--- config.mk ---
export PLATFORM = sky130hd
export DESIGN_NAME = stream_demux4
export DESIGN_NICKNAME = d
export VERILOG_FILES = /design/src/rtl/stream_demux4.sv
export SDC_FILE = /design/constraint.sdc
export NUM_CORES = 1
export LEC_CHECK = 0
export ABC_AREA = 1
export CAP_MARGIN = 25
export CORE_ASPECT_RATIO = 1.5
export CORE_UTILIZATION = 53
export DETAILED_ROUTE_END_ITERATION = 12
export GPL_TIMING_DRIVEN = 1
export PLACE_DENSITY_LB_ADDON = 0.08
export SLEW_MARGIN = 10
export SYNTH_ARGS = -nofsm -noshare
export SYNTH_HDL_FRONTEND = slang
export SYNTH_SLANG_ARGS = --single-unit
--- constraint.sdc ---
create_clock -name clk -period 2.4 [get_ports clk]
set_input_delay 0.48 -clock clk [delete_from_list [all_inputs] [get_ports clk]]
set_output_delay 0.48 -clock clk [all_outputs]
set_load 0.01 [all_outputs]
--- src/rtl/stream_demux4.sv ---
// One-to-four packet demultiplexer with a small FIFO per output.
// Optional build macro DEMUX_STATS_EN adds the pkt_count port (per-output packet counters).

module stream_demux4_fifo #(
    parameter int N     = 8,
    parameter int DEPTH = 2
) (
    input  logic         clk,
    input  logic         reset,
    input  logic         i_push,
    input  logic [N-1:0] i_data,
    input  logic         i_last,
    input  logic         i_pop,
    output logic         o_full,
    output logic         o_empty,
    output logic [N-1:0] o_data,
    output logic         o_last
);
    localparam int AW = (DEPTH > 1) ? $clog2(DEPTH) : 1;
    localparam logic [AW:0] FULL_COUNT = (AW + 1)'(DEPTH);

    logic [N:0]    r_mem [DEPTH];
    logic [AW-1:0] r_wr_ptr;
    logic [AW-1:0] r_rd_ptr;
    logic [AW:0]   r_count;

    logic w_do_push;
    logic w_do_pop;

    assign o_full    = (r_count == FULL_COUNT);
    assign o_empty   = (r_count == '0);
    assign w_do_push = i_push & ~o_full;
    assign w_do_pop  = i_pop & ~o_empty;

    // NOTE: sequential state uses non-blocking (<=) so every register samples pre-edge values.
    always_ff @(posedge clk) begin
        if (reset) begin
            r_wr_ptr <= '0;
            r_rd_ptr <= '0;
            r_count  <= '0;
        end else begin
            if (w_do_push) begin
                r_wr_ptr <= r_wr_ptr + 1'b1;
            end
            if (w_do_pop) begin
                r_rd_ptr <= r_rd_ptr + 1'b1;
            end
            case ({w_do_push, w_do_pop})
                2'b10:   r_count <= r_count + 1'b1;
                2'b01:   r_count <= r_count - 1'b1;
                default: r_count <= r_count;
            endcase
        end
    end

    // NOTE: storage is not reset; the count/pointers alone decide which entries are valid.
    always_ff @(posedge clk) begin
        if (w_do_push) begin
            r_mem[r_wr_ptr] <= {i_last, i_data};
        end
    end

    assign {o_last, o_data} = r_mem[r_rd_ptr];

endmodule

module stream_demux4 #(
    parameter int N     = 8,
    parameter int DEPTH = 2
) (
    input  logic         clk,
    input  logic         reset,
    input  logic         in_valid,
    output logic         in_ready,
    input  logic [N-1:0] in_data,
    input  logic [1:0]   in_dest,
    input  logic         in_last,
    output logic [3:0]   out_valid,
    input  logic [3:0]   out_ready,
    output logic [N-1:0] out_data0,
    output logic [N-1:0] out_data1,
    output logic [N-1:0] out_data2,
    output logic [N-1:0] out_data3,
    output logic [3:0]   out_last
`ifdef DEMUX_STATS_EN
    ,
    output logic [63:0]  pkt_count
`endif
);
    localparam logic [0:0] ST_IDLE   = 1'b0;
    localparam logic [0:0] ST_LOCKED = 1'b1;

    logic [0:0] r_state;
    logic [1:0] r_cur_dest;
    logic [0:0] w_next_state;
    logic [1:0] w_next_dest;

    logic [1:0]   w_route;
    logic         w_accept;
    logic [3:0]   w_push;
    logic [3:0]   w_pop;
    logic [3:0]   w_full;
    logic [3:0]   w_empty;
    logic [N-1:0] w_head_data [4];
    logic [3:0]   w_head_last;

    // Destination comes from the port on a first beat, from the latched value mid-packet.
    assign w_route  = (r_state == ST_LOCKED) ? r_cur_dest : in_dest;
    assign in_ready = ~w_full[w_route];
    assign w_accept = in_valid & in_ready;

    // NOTE: defaults first in always_comb so no path leaves a signal unassigned (no latch).
    always_comb begin
        w_push = '0;
        if (w_accept) begin
            w_push[w_route] = 1'b1;
        end
    end

    always_comb begin
        w_next_state = r_state;
        w_next_dest  = r_cur_dest;
        if (w_accept) begin
            case (r_state)
                ST_IDLE: begin
                    if (!in_last) begin
                        w_next_state = ST_LOCKED;
                        w_next_dest  = in_dest;
                    end
                end
                ST_LOCKED: begin
                    if (in_last) begin
                        w_next_state = ST_IDLE;
                    end
                end
                default: w_next_state = ST_IDLE;
            endcase
        end
    end

    always_ff @(posedge clk) begin
        if (reset) begin
            r_state    <= ST_IDLE;
            r_cur_dest <= 2'd0;
        end else begin
            r_state    <= w_next_state;
            r_cur_dest <= w_next_dest;
        end
    end

    assign w_pop = out_valid & out_ready;

    for (genvar g = 0; g < 4; g++) begin : g_out
        stream_demux4_fifo #(
            .N     (N),
            .DEPTH (DEPTH)
        ) u_fifo (
            .clk     (clk),
            .reset   (reset),
            .i_push  (w_push[g]),
            .i_data  (in_data),
            .i_last  (in_last),
            .i_pop   (w_pop[g]),
            .o_full  (w_full[g]),
            .o_empty (w_empty[g]),
            .o_data  (w_head_data[g]),
            .o_last  (w_head_last[g])
        );
    end

    assign out_valid = ~w_empty;
    assign out_last  = w_head_last;
    assign out_data0 = w_head_data[0];
    assign out_data1 = w_head_data[1];
    assign out_data2 = w_head_data[2];
    assign out_data3 = w_head_data[3];

`ifdef DEMUX_STATS_EN
    logic [15:0] r_pkt_cnt [4];

    // Counts completed packets leaving each output, holding at all-ones.
    always_ff @(posedge clk) begin
        if (reset) begin
            for (int i = 0; i < 4; i++) begin
                r_pkt_cnt[i] <= 16'd0;
            end
        end else begin
            for (int i = 0; i < 4; i++) begin
                if (w_pop[i] && w_head_last[i] && (r_pkt_cnt[i] != 16'hFFFF)) begin
                    r_pkt_cnt[i] <= r_pkt_cnt[i] + 16'd1;
                end
            end
        end
    end

    assign pkt_count = {r_pkt_cnt[3], r_pkt_cnt[2], r_pkt_cnt[1], r_pkt_cnt[0]};
`endif

endmodule

==> results.toml <==
[clock_tree]
htree_levels = 3
clock_path_buffers = 2
insertion_delay_ns = 0.36
postCtsHoldBufs = 0
post_cts_resize_count = 1
cts_made_buffers = 9
clkTransAtPathRegs_ns = 0.08
postCtsSetupBuffers = 0
cts_tree = "built"
clockRootBuffer = "clkbuf_8"
cts.sinks = 95

[logic_synthesis]
synth_nets = 316
synthArstFlopShare_pct = 0
synth_top_area_share_pct = 55.7
synth-edff-count = 72
synth_compound_area_share_pct = 3.74
postSynthRegisterBits = 95
ys_types = 24
synth-simple-area-share_pct = 12.6
synth.most_common_cell = "edfxtp_1"
synth_area_mm2 = 0.00388
synth_ff_type = "edfxtp_1"
netlist_instances = 294
synth_adder_area_share_pct = 1.29
avgSynthCellArea_um2 = 13.2
synthMuxAreaShare_pct = 10.5
synthTopCellsByCount = "edfxtp_1 (72), mux2_2 (36), nand2_1 (35)"
synth_largest_area_cell = "edfxtp_1"
yosysSeqAreaShare_pct = 67.6
ys_warn_count = 0
synth_top_family_by_area = "simple AND/OR/NAND/NOR gates"
yosys.area_share.xor_xnor_pct = 0
synth_area_leaders = "edfxtp_1 (56%), dfxtp_1 (12%), mux2_2 (10%)"

[flow_run]
cap_viol_max_count = 0

[critical_path]
cp.arrival_ns = 1.83
crit_path_start_kind = "register"
cp_max_fo = 9
path_class = "reg -> out"
critPathRequiredTime_ns = 1.92
end_kind = "output pin"
worstReg2RegStart = "r_state"

[place]
dp_hpwl_um = 5180
place_congestion = 0.851
dp_slack_ns = -0.0767
dpl_cell_area_mm2 = 0.00475
port_buffers = 58

[detailed_routing]
drc = 0
drt-initial-drc-count = 147
wire_per_inst_um = 14.7
vias = 2392
postRouteWirelength_um = 7110
firstDrtPassIters = 4
viasPerCell = 4.96
ant_nets = 0

[floorplanning]
num_rows = 37
core_area_mm2 = 0.00699
initial_core_util_pct = 55.5
die_area_mm2 = 0.00767
die_h_um = 107
top_level_ports = 59
fp.dieW_um = 71.9

[timing]
period_minus_slack_ns = 2.31
final_hold_viol_count = 0
max_freq_ghz = 0.433
worst_pin_slew_ns = 0.429
relSlewSlack_pct = 71.3
setup_ws_ns = 0.0900
rsz0062_at_grt = "false"
setup-tns-final_ns = 0
period_share_pct = 96.3
slew_viol_final = 0
setup_viol = 0
holdWs_ns = 0.453
skew_ns = 0.00997

[power]
peakVddDrop_uv = 480
power.total_w = 0.00338
p_leak_nw = 1.88
p_per_area_mw_per_mm2 = 688

[layout]
post-route-cell-area_mm2 = 0.00491
fin_nets = 402
area_growth_pct = 26.5
diodes = 0
layout-drive-gt1-share_pct = 26.0

[grt]
overflow = 0
antenna_found_initial = 0
grt_pass1_vias = 2325
grt_first_pass_wirelength_um = 11200
grt_max_degree = 15
grt_util_all_layers_pct = 20.3

[worst_hold_path]
worstHoldPathType = "reg -> reg"
hold_start = "g_out[2].u_fifo.r_rd_ptr"

[run_status]
outcome = "finished clean"
[metrics by stage]
| step | utilization (%) | std cells |
|---|---|---|
| 2_1_floorplan | - | 294 |
| 3_3_place_gp | 68.0 | 466 |
| 3_5_place_dp | 68.0 | 466 |
| 4_1_cts | 70.2 | 482 |
| 5_1_grt | 70.2 | 482 |
| 6_report | 70.2 | 482 |
[layout by cell type, fill, tap and decap left out, types with 9 or more instances in the layout]
| cell type | Yosys | final |
|---|---|---|
| nor2_1 | 26 | 26 |
| inv_1 | 23 | 23 |
| dfxtp_1 | 23 | 23 |
| clkbuf_8 | 0 | 9 |
| mux2_2 | 36 | 36 |
| edfxtp_1 | 72 | 72 |
| clkdlybuf4s50_1 | 0 | 57 |
| buf_4 | 4 | 24 |
| nand2_1 | 35 | 35 |
| o21ai_0 | 12 | 12 |
| a21oi_1 | 17 | 17 |
[kinds of logic (layout without fill, tap and decap cells)]
kind of cell    count (synthesis)  in the layout
fa+ha+maj                       4              4
compound gates                 29             29
flops                          95             95
mux                            36             36
simple gates                   94             94
buf+inv                        36            127
[layer usage]
metal | vias to the layer above | routed length, um | share of wire [%] | global-route usage (%)
li1 | 1190 | - | - | -
met1 | 1128 | 2930 | 41 | 22.8
met2 | 59 | 3740 | 53 | 35.4
met3 | 15 | 242 | 3.4 | 3.67
met4 | 0 | 199 | 2.8 | 12.0
met5 | - | 0 | 0 | 0
[report_power, final]
part / leakage (nW) / switching [W] / total, W / internal [W]
Sequential: 0.842 / 0.0000688 / 0.00192 / 0.00185
Clock: 0.0798 / 0.000505 / 0.000872 / 0.000367
Combinational: 0.962 / 0.000262 / 0.000589 / 0.000327
Total: 1.88 / 0.000836 / 0.00338 / 0.00254
[path summary, 6_finish.rpt]
path / end / slack, ns / depth (start not counted)
max reg2reg: g_out[1].u_fifo.r_count[1] / 0.36 / 15
max: out_data3[4] / 0.09 / 2
min reg2reg: g_out[2].u_fifo.r_rd_ptr / 0.45 / 1
min: g_out[2].u_fifo.r_rd_ptr / 0.45 / 1
[area by class of cell]
| cell class | instances | area (um^2) |
|---|---|---|
| clock buffers | 11 | 131 |
| clock inverters | 5 | 25.0 |
| fillers | 516 | 2080 |
| inverters | 26 | 97.6 |
| multi-input cells | 163 | 1090 |
| flip-flops and latches | 95 | 2620 |
| well taps | 97 | 121 |
| repair buffers | 85 | 820 |
[sequential cells by signal (all words and copies together), names as in the netlist, named ones only]
name                   count
g_out.u_fifo.r_rd_ptr      4
r_cur_dest                 2
g_out.u_fifo.r_wr_ptr      4
g_out.u_fifo.r_count       8
g_out.u_fifo.r_mem        72
r_state                    1
[critical path, cell delays in order (launching register included)]
cell	delay (ns)
dfxtp_1	0.58
mux2_2	0.40
clkdlybuf4s50_1	0.49
(Power assumes the default switching activity.)
